$ cat src/rtl/im_loader_pkg.sv
// Shared types and sizing for the instruction-memory loader.
package im_loader_pkg;
  typedef enum logic [1:0] {IDLE, RECV, WRITE, DONE} state_t;

  localparam int WORD_BYTES   = 4;
  localparam int IM_ADDR_W    = 8;
  localparam int IM_MAX_WORDS = 64;
endpackage

$ cat src/rtl/im_loader_if.sv
// Host byte stream plus instruction-RAM write port of the loader.
interface im_loader_if
  import im_loader_pkg::*;
#(
  parameter int ADDR_W = IM_ADDR_W
);
  logic              in_valid;
  logic [7:0]        in_data;
  logic              in_ready;
  logic              we;
  logic [ADDR_W-1:0] waddr;
  logic [31:0]       wdata;

  modport master (output in_valid, in_data, input in_ready, we, waddr, wdata);
  modport slave  (input in_valid, in_data, output in_ready, we, waddr, wdata);
endinterface

$ cat src/rtl/im_word_assembler.sv
// Packs accepted bytes big-endian into a 32-bit word; word_ready flags the 4th byte.
module im_word_assembler (
  input  logic        clk,
  input  logic        rst,
  input  logic        clear,
  input  logic        accept,
  input  logic [7:0]  byte_in,
  output logic        word_ready,
  output logic [31:0] word
);
  logic [31:0] shift;
  logic [1:0]  cnt;

  // word is the value the shift register takes if byte_in is accepted now
  assign word       = {shift[23:0], byte_in};
  assign word_ready = accept && (cnt == 2'd3);

  always_ff @(posedge clk) begin
    if (rst || clear) begin
      shift <= '0;
      cnt   <= '0;
    end else if (accept) begin
      shift <= word;
      cnt   <= cnt + 2'd1;
    end
  end
endmodule

$ cat src/rtl/im_loader.sv
// Loads a counted byte stream into instruction RAM, holding the CPU in reset meanwhile.
module im_loader
  import im_loader_pkg::*;
#(
  parameter int ADDR_W    = IM_ADDR_W,
  parameter int MAX_WORDS = IM_MAX_WORDS
) (
  input  logic        clk,
  input  logic        rst,
  input  logic        start,
  input  logic [6:0]  len,
  input  logic        abort,
  im_loader_if.slave  bus,
  output logic        cpu_hold,
  output logic        busy,
  output logic        done,
  output logic        err
);
  localparam logic [6:0]        MAX_LEN   = 7'(MAX_WORDS);
  localparam logic [ADDR_W-1:0] ADDR_STEP = ADDR_W'(WORD_BYTES);

  state_t            state;
  logic [6:0]        len_q;
  logic [6:0]        word_cnt;
  logic [ADDR_W-1:0] addr;
  logic              accept;
  logic              clear;
  logic              word_ready;
  logic [31:0]       word;

  // Abort wins over a byte offered in the same cycle
  assign accept = (state == RECV) && bus.in_valid && !abort;
  assign clear  = ((state == IDLE) && start) ||
                  (((state == RECV) || (state == WRITE)) && abort);

  im_word_assembler u_asm (
    .clk        (clk),
    .rst        (rst),
    .clear      (clear),
    .accept     (accept),
    .byte_in    (bus.in_data),
    .word_ready (word_ready),
    .word       (word)
  );

  always_ff @(posedge clk) begin
    if (rst) begin
      state        <= IDLE;
      len_q        <= '0;
      word_cnt     <= '0;
      addr         <= '0;
      bus.in_ready <= 1'b0;
      bus.we       <= 1'b0;
      bus.waddr    <= '0;
      bus.wdata    <= '0;
      cpu_hold     <= 1'b0;
      busy         <= 1'b0;
      done         <= 1'b0;
      err          <= 1'b0;
    end else begin
      bus.we <= 1'b0;
      case (state)
        IDLE: begin
          if (start) begin
            if (len == 7'd0) begin
              state    <= DONE;
              cpu_hold <= 1'b1;
              err      <= 1'b0;
            end else if (len > MAX_LEN) begin
              err  <= 1'b1;
              done <= 1'b0;
            end else begin
              state        <= RECV;
              len_q        <= len;
              word_cnt     <= '0;
              addr         <= '0;
              bus.waddr    <= '0;
              done         <= 1'b0;
              err          <= 1'b0;
              bus.in_ready <= 1'b1;
              cpu_hold     <= 1'b1;
              busy         <= 1'b1;
            end
          end
        end
        RECV: begin
          if (abort) begin
            state        <= IDLE;
            err          <= 1'b1;
            bus.in_ready <= 1'b0;
            cpu_hold     <= 1'b0;
            busy         <= 1'b0;
          end else if (word_ready) begin
            state        <= WRITE;
            bus.in_ready <= 1'b0;
            bus.we       <= 1'b1;
            bus.wdata    <= word;
            bus.waddr    <= addr;
          end
        end
        WRITE: begin
          if (abort) begin
            state    <= IDLE;
            err      <= 1'b1;
            cpu_hold <= 1'b0;
            busy     <= 1'b0;
          end else begin
            addr     <= addr + ADDR_STEP;
            word_cnt <= word_cnt + 7'd1;
            if ((word_cnt + 7'd1) == len_q) begin
              state <= DONE;
              busy  <= 1'b0;
            end else begin
              state        <= RECV;
              bus.in_ready <= 1'b1;
            end
          end
        end
        DONE: begin
          state    <= IDLE;
          done     <= 1'b1;
          cpu_hold <= 1'b0;
        end
        default: state <= IDLE;
      endcase
    end
  end
endmodule

$ cat src/flat_wrapper.sv
// flat-port wrapper written by rule: the top's interface ports become plain ports
module im_loader_flat import im_loader_pkg::*;
#(
  parameter int ADDR_W    = IM_ADDR_W,
  parameter int MAX_WORDS = IM_MAX_WORDS
)
  (clk, rst, start, len, abort, cpu_hold, busy, done, err, bus_in_valid, bus_in_data, bus_in_ready, bus_we, bus_waddr, bus_wdata);
  im_loader_if #(.ADDR_W(ADDR_W)) bus_i ();
  input  logic clk;
  input  logic rst;
  input  logic start;
  input  logic [6:0] len;
  input  logic abort;
  output logic cpu_hold;
  output logic busy;
  output logic done;
  output logic err;
  input wire logic [$bits(bus_i.in_valid)-1:0] bus_in_valid;
  input wire logic [$bits(bus_i.in_data)-1:0] bus_in_data;
  output wire logic [$bits(bus_i.in_ready)-1:0] bus_in_ready;
  output wire logic [$bits(bus_i.we)-1:0] bus_we;
  output wire logic [$bits(bus_i.waddr)-1:0] bus_waddr;
  output wire logic [$bits(bus_i.wdata)-1:0] bus_wdata;
  assign bus_i.in_valid = bus_in_valid;
  assign bus_i.in_data = bus_in_data;
  assign bus_in_ready = bus_i.in_ready;
  assign bus_we = bus_i.we;
  assign bus_waddr = bus_i.waddr;
  assign bus_wdata = bus_i.wdata;
  im_loader #(.ADDR_W(ADDR_W), .MAX_WORDS(MAX_WORDS)) u_core (.clk(clk), .rst(rst), .start(start), .len(len), .abort(abort), .bus(bus_i), .cpu_hold(cpu_hold), .busy(busy), .done(done), .err(err));
endmodule
$ cat config.mk
export PLATFORM = sky130hd
export DESIGN_NAME = im_loader_flat
export DESIGN_NICKNAME = d
export VERILOG_FILES = /design/src/rtl/im_loader_pkg.sv /design/src/rtl/im_loader_if.sv /design/src/rtl/im_word_assembler.sv /design/src/rtl/im_loader.sv /design/src/flat_wrapper.sv
export SDC_FILE = /design/constraint.sdc
export NUM_CORES = 1
export LEC_CHECK = 0
export CORE_MARGIN = 2
export CORE_UTILIZATION = 40
export DETAILED_ROUTE_END_ITERATION = 12
export GPL_TIMING_DRIVEN = 0
export MAX_ROUTING_LAYER = met4
export PLACE_DENSITY = 0.64
export SLEW_MARGIN = 30
export SYNTH_ARGS = -nofsm -noshare
export SYNTH_HDL_FRONTEND = slang
export SYNTH_SLANG_ARGS = --single-unit
$ cat constraint.sdc
create_clock -name clk -period 2.4 [get_ports clk]
set_input_delay 0.48 -clock clk [delete_from_list [all_inputs] [get_ports clk]]
set_output_delay 0.48 -clock clk [all_outputs]
set_load 0.1 [all_outputs]
### After elaboration in Yosys (flattened, before gate mapping)

Index checks and enable logic that the tools add are counted.

* bits in registers: 96
* input port bits: 20
* output and inout bits: 46
* logic and storage cells: 112

* add/subtract/negate cells: 3
* order comparisons: 1
* eq/ne operators: 17
* multiplexer cells: 45
* bitwise logic cells: 4
* reduce and logical (&&, ||, !) cells: 28

Operator list (number)
* $mux W8: 6
* $pmux W8 S2: 2
* $mux W7: 4
* $mux W1: 19
* $ne A2 B2 Y1 const B: 8
* $reduce_and A3 Y1: 5
* $mux W2: 7
* $pmux W7 S2: 1
* $reduce_and A6 Y1: 2
* $ne A3 B3 Y1 const B: 3
* $pmux W1 S3: 3
* $add A8 B3 Y8 const B: 1
* $pmux W2 S4: 1
* $reduce_bool A2 Y1: 4
* $add A7 B1 Y7 const B: 1
* $eq A7 B7 Y1: 1
* $gt A7 B7 Y1 const B: 1
* $logic_not A7 Y1: 1
* $reduce_and A7 Y1: 1
* $eq A2 B2 Y1 const B: 3
* $logic_and A1 B1 Y1: 5
* $reduce_and A5 Y1: 1
* $not A1 Y1: 4
* $pmux W1 S2: 2
* 10 further kinds: 12

### Depth between registers and ports, before layout

* depth after elaboration: 7
* gate-level depth with buffers: 9
* mapped depth without buffers: 8

### By module

Synthesis repeated with hierarchy kept, for this count alone.

* cells, all modules: 470
* area total of the unflattened synthesis: 4097.7 sq um

Modules (own cells, without submodules)
* im_loader: times used 1, cells an instance 375, area an instance 3057.9 sq um, seq. area each 1321.3 sq um
* im_word_assembler: times used 1, cells an instance 95, area an instance 1039.7 sq um, seq. area each 520.5 sq um

### Worst setup path after synthesis

No wires, ideal clock.

* path type: input port to flip-flop
* start point: in len[0]
* end point: reg u_core.bus.in_ready
* setup time: 134 ps
* arrival time: 1989 ps
* data required time: 2266 ps
* setup slack: 278 ps
* stages: 6
* buffers on the path: 0
* cell sequence: nor4_1 -> mux2i_1 -> nor2_1 -> a2111o_1 -> a311oi_1 -> a211oi_1

* word-level cells in the longest chain between the ends: 3
* elaborated cells on any way between the ends: 5
* those cells by class: 1 x order compare; 2 x eq/ne; 2 x reduce/logical

RTL lines
* start: declaration: line flat_wrapper.sv:12 `input logic [6:0] len;`
* $gt A7 B7 Y1 / $logic_not A7 Y1 (equally long branches): line im_loader.sv:69, im_loader.sv:65
* $ne A2 B2 Y1 (no line)
* $reduce_and A7 Y1 (no line) *
* end signal: assignment: line im_loader.sv:80 `bus.in_ready <= 1'b1;`
* end signal: assignment: line im_loader.sv:90 `bus.in_ready <= 1'b0;`
* end signal: assignment: line im_loader.sv:95 `bus.in_ready <= 1'b0;`
* end: declaration: line im_loader_if.sv:15 `modport slave (input in_valid, in_data, output in_ready, we, waddr, wdata);`

Mark *: on every way between the ends. The rest lies on a longest branch, timed or not.
A chain may end at the register's enable or synchronous reset.

### Worst setup path in the final report

* start point: reg u_core.bus.wdata[24]
* end point: out bus_wdata[24]

RTL lines
* start: declaration: line im_loader_if.sv:15
* start signal: assignment: line im_loader.sv:97 `bus.wdata <= word;`
* end: declaration: line flat_wrapper.sv:23 `output wire logic [$bits(bus_i.wdata)-1:0] bus_wdata;`

No word-level cell between the ends.

==> results.md <==
- Area Growth Syn to Fin: 28.1%
- Vias: 3427
- Maximum VDD drop: 0.405 mV
- Arr. time, crit path: 1.87 ns
- Routed len/inst: 13.6 um
- Final Hold Viols: 0
- Dpl cells: 676
- CP bufs+invs: 1
- Post-synth ARST share: 0
- Leak Pwr: 1.77 nW
- Count leader, synth: nand2_1
- Adder-cell share of the synthesized area: 0.0225
- Worst R2R Setup Slack: 0.22 ns
- Critical path capture point type: output port
- Rel. slew slack: 0.305
- Die Wd: 103 um
- EDFF count, synth: 0
- Antenna viol nets, final: 0
- Post-Place Worst Slack: -0.519 ns
- GPL Wtd Cong: 0.879
- Max incr delay on CP: 1.18 ns
- CP cell instances: clkdlybuf4s50_1
- Top_reg_cell synth: dfxtp_1
- Initial DRT Pass Iterations: 4
- First-pass GRT wire length: 15.4 mm
- Layout Nets: 583
- Mux cell area share after synthesis: 0.0260
- Area contributors post-synth: dfxtp_1, nand2_1, a21oi_1
- Reg clk slew, reported paths: 0.09 ns
- Layout cells sized above 1: 0.0891
- Status: completed
- Antenna cells: 0
- Worst-skew pair later-pin latency: 0.36 ns
- Register area share after synthesis: 0.478
- Top-area cell type share of the netlist area: 0.478
- CP max FO: 2
- Final-report max-slew violation count: 0
- Cell accounting for the most synthesized area: dfxtp_1
- Vias in the first global route: 3167
- Setup crit start kind: flop
- Critical Setup Path Class: reg -> out
- GRT Total Usage: 0.192
- Fin crit share: 0.981
- Synth Register Bits: 93
- Final Cell Area: 4990 um^2
- Max Freq: 425 MHz
- First DRT Iteration DRCs: 175
- Die height: 103 um
- CTS H-tree lvls: 3
- Initial antenna violation count: 0
- Min Tclk post-route: 2.35 ns
- Final setup viols: 0
- Worst hold path type: reg -> reg
- Initial Utilization: 0.406
- DP HPWL: 6.79 mm
- Placed cell area: 4700 um^2
- Syn avg cell area: 8.13 um^2
- CTS tree: yes
- Total gr overflow: 0
- Slowest CP cell: clkdlybuf4s50_1
- Routed WL: 9.44 mm
- Unrepaired setup endpoints after global routing: false
- Via-to-Cell Ratio: 4.94
- Clock Tree Root: clkbuf_8
- Worst hold start: u_core.bus.waddr[2]
- TritonCTS Sinks: 93
- Total CTS buffers: 9
- IO Port Bufs: 64
- Setup slack after layout: 0.0466 ns
- Crit path required time: 1.92 ns
- Synth top cells by count: nand2_1, dfxtp_1, a21oi_1
- Die ar.: 10500 um^2
- Synth Area in XOR/XNOR: 0.0263
- Maximum clock insertion buffer count: 2
- Syn Inst Count: 479
- Core area: 9590 um^2
- Drt drc: 0
- Largest family of logic cells by synthesized area: simple AND/OR/NAND/NOR gates
- Post-synth cell types: 52
- # hold bufs at CTS: 0
- Post-Layout Cell Count: 694
- Post-synthesis compound-gate area fraction: 0.167
- Syn_nets: 506
- TNS Setup: 0 ns
- Largest net degree at the start of global routing: 19
- CP startpoint: u_core.bus.wdata[24]
- Worst slew pin tran: 1.04 ns
- Yosys Warn Count: 0
- Crit-path leading delay family: buffers and inverters
- # IOs: 66
- Clock skew: 0.0104 ns
- FF-to-FF Start: u_core.word_cnt[1]
- Cell Area, Synth: 3890 um^2
- Row count: 36
- Max-Cap Viols: 0
- Simple-gate share of the synthesized area: 0.239
- PwrDens: 840 nW/um^2
routing by layer:
metal / vias to the layer above / share of wire / global-route usage
met5: - / 0 / -
met4: 0 / 0.0086 / 0.0718
met3: 4 / 0.041 / 0.0298
met2: 68 / 0.45 / 0.288
met1: 1580 / 0.50 / 0.261
li1: 1775 / - / -
area by class of cell:
type	instances	area, um^2
flip-flops and latches	93	1860
inverters	9	33.8
repair buffers	66	669
clock inverters	7	70.1
plain buffers	27	129
multi-input cells	350	1930
fillers	941	4610
clock buffers	9	124
well taps	133	166
stage by stage:
stage | total power [W] | hold WS, ns | util
finish | 0.00419 | 0.457 | 0.520
global route | 0.00443 | 0.473 | 0.520
CTS | 0.00410 | 0.459 | 0.512
detailed placement | 0.00309 | 0.445 | 0.490
global placement | 0.00306 | 0.439 | 0.490
floorplan | 0.00273 | 0.432 | -
path summary, 6_finish.rpt:
check,endpoint,cells past startpoint
setup / recovery,bus_wdata[24],1
hold / removal,u_core.bus.waddr[2],2
hold reg to reg,u_core.bus.waddr[2],2
setup reg to reg,u_core.busy,7
state kept, by name, summed over array words and instances, names as in the netlist, 2 cells and up:
signal,count
u_core.state,2
u_core.bus.waddr,7
u_core.word_cnt,7
u_core.bus.wdata,32
u_core.u_asm.shift,24
u_core.addr,6
u_core.u_asm.cnt,2
u_core.len_q,7
cell families after synthesis:
| kind of cell | Yosys count |
|---|---|
| compound gates | 112 |
| xor+xnor | 10 |
| fa+ha+maj | 7 |
| buf+inv | 36 |
| flops | 93 |
| mux | 10 |
| simple gates | 211 |
power by group:
group | switching, W | leakage (nW) | internal, W | total, W
Sequential | 0.0000605 | 0.751 | 0.00162 | 0.00168
Clock | 0.000614 | 0.0951 | 0.000404 | 0.00102
Combinational | 0.000983 | 0.925 | 0.000512 | 0.00150
cells in the final DEF, fill, tap and decap left out, types with 2 or more instances in the layout:
| master | synthesis | final |
|---|---|---|
| a21oi_1 | 79 | 78 |
| a311oi_1 | 2 | 2 |
| a211oi_1 | 3 | 3 |
| nand2_1 | 131 | 131 |
| nand3b_1 | 3 | 3 |
| nand2b_1 | 2 | 2 |
| a31oi_1 | 2 | 2 |
| and3_1 | 4 | 4 |
| mux2i_1 | 9 | 8 |
| ha_1 | 7 | 5 |
| a21oi_2 | 1 | 2 |
| a22oi_1 | 2 | 2 |
| dfxtp_1 | 93 | 92 |
| clkdlybuf4s50_1 | 0 | 57 |
| clkbuf_8 | 0 | 9 |
| xnor2_1 | 6 | 6 |
| buf_2 | 7 | 7 |
| nor3_1 | 5 | 5 |
| buf_4 | 2 | 4 |
| or3_1 | 6 | 6 |
| clkbuf_1 | 16 | 16 |
| and2_1 | 3 | 3 |
| nand3_2 | 2 | 2 |
| xor2_1 | 2 | 2 |
| clkinv_4 | 0 | 2 |
| xnor2_2 | 2 | 2 |
| inv_6 | 0 | 2 |
| a21o_1 | 3 | 3 |
| nor2_1 | 32 | 31 |
| and3b_1 | 2 | 2 |
| inv_1 | 8 | 8 |
| nand3_1 | 10 | 10 |
| dlymetal6s2s_1 | 0 | 6 |
| o21ai_0 | 12 | 11 |
repair_timing:
item / CTS / global route
resized for setup: 3 / 18
setup buffers: 0 / 2
pin swaps: 0 / 2
endpoints found under the setup margin: 17 / 29
Power figures use the tool's default switching activity.
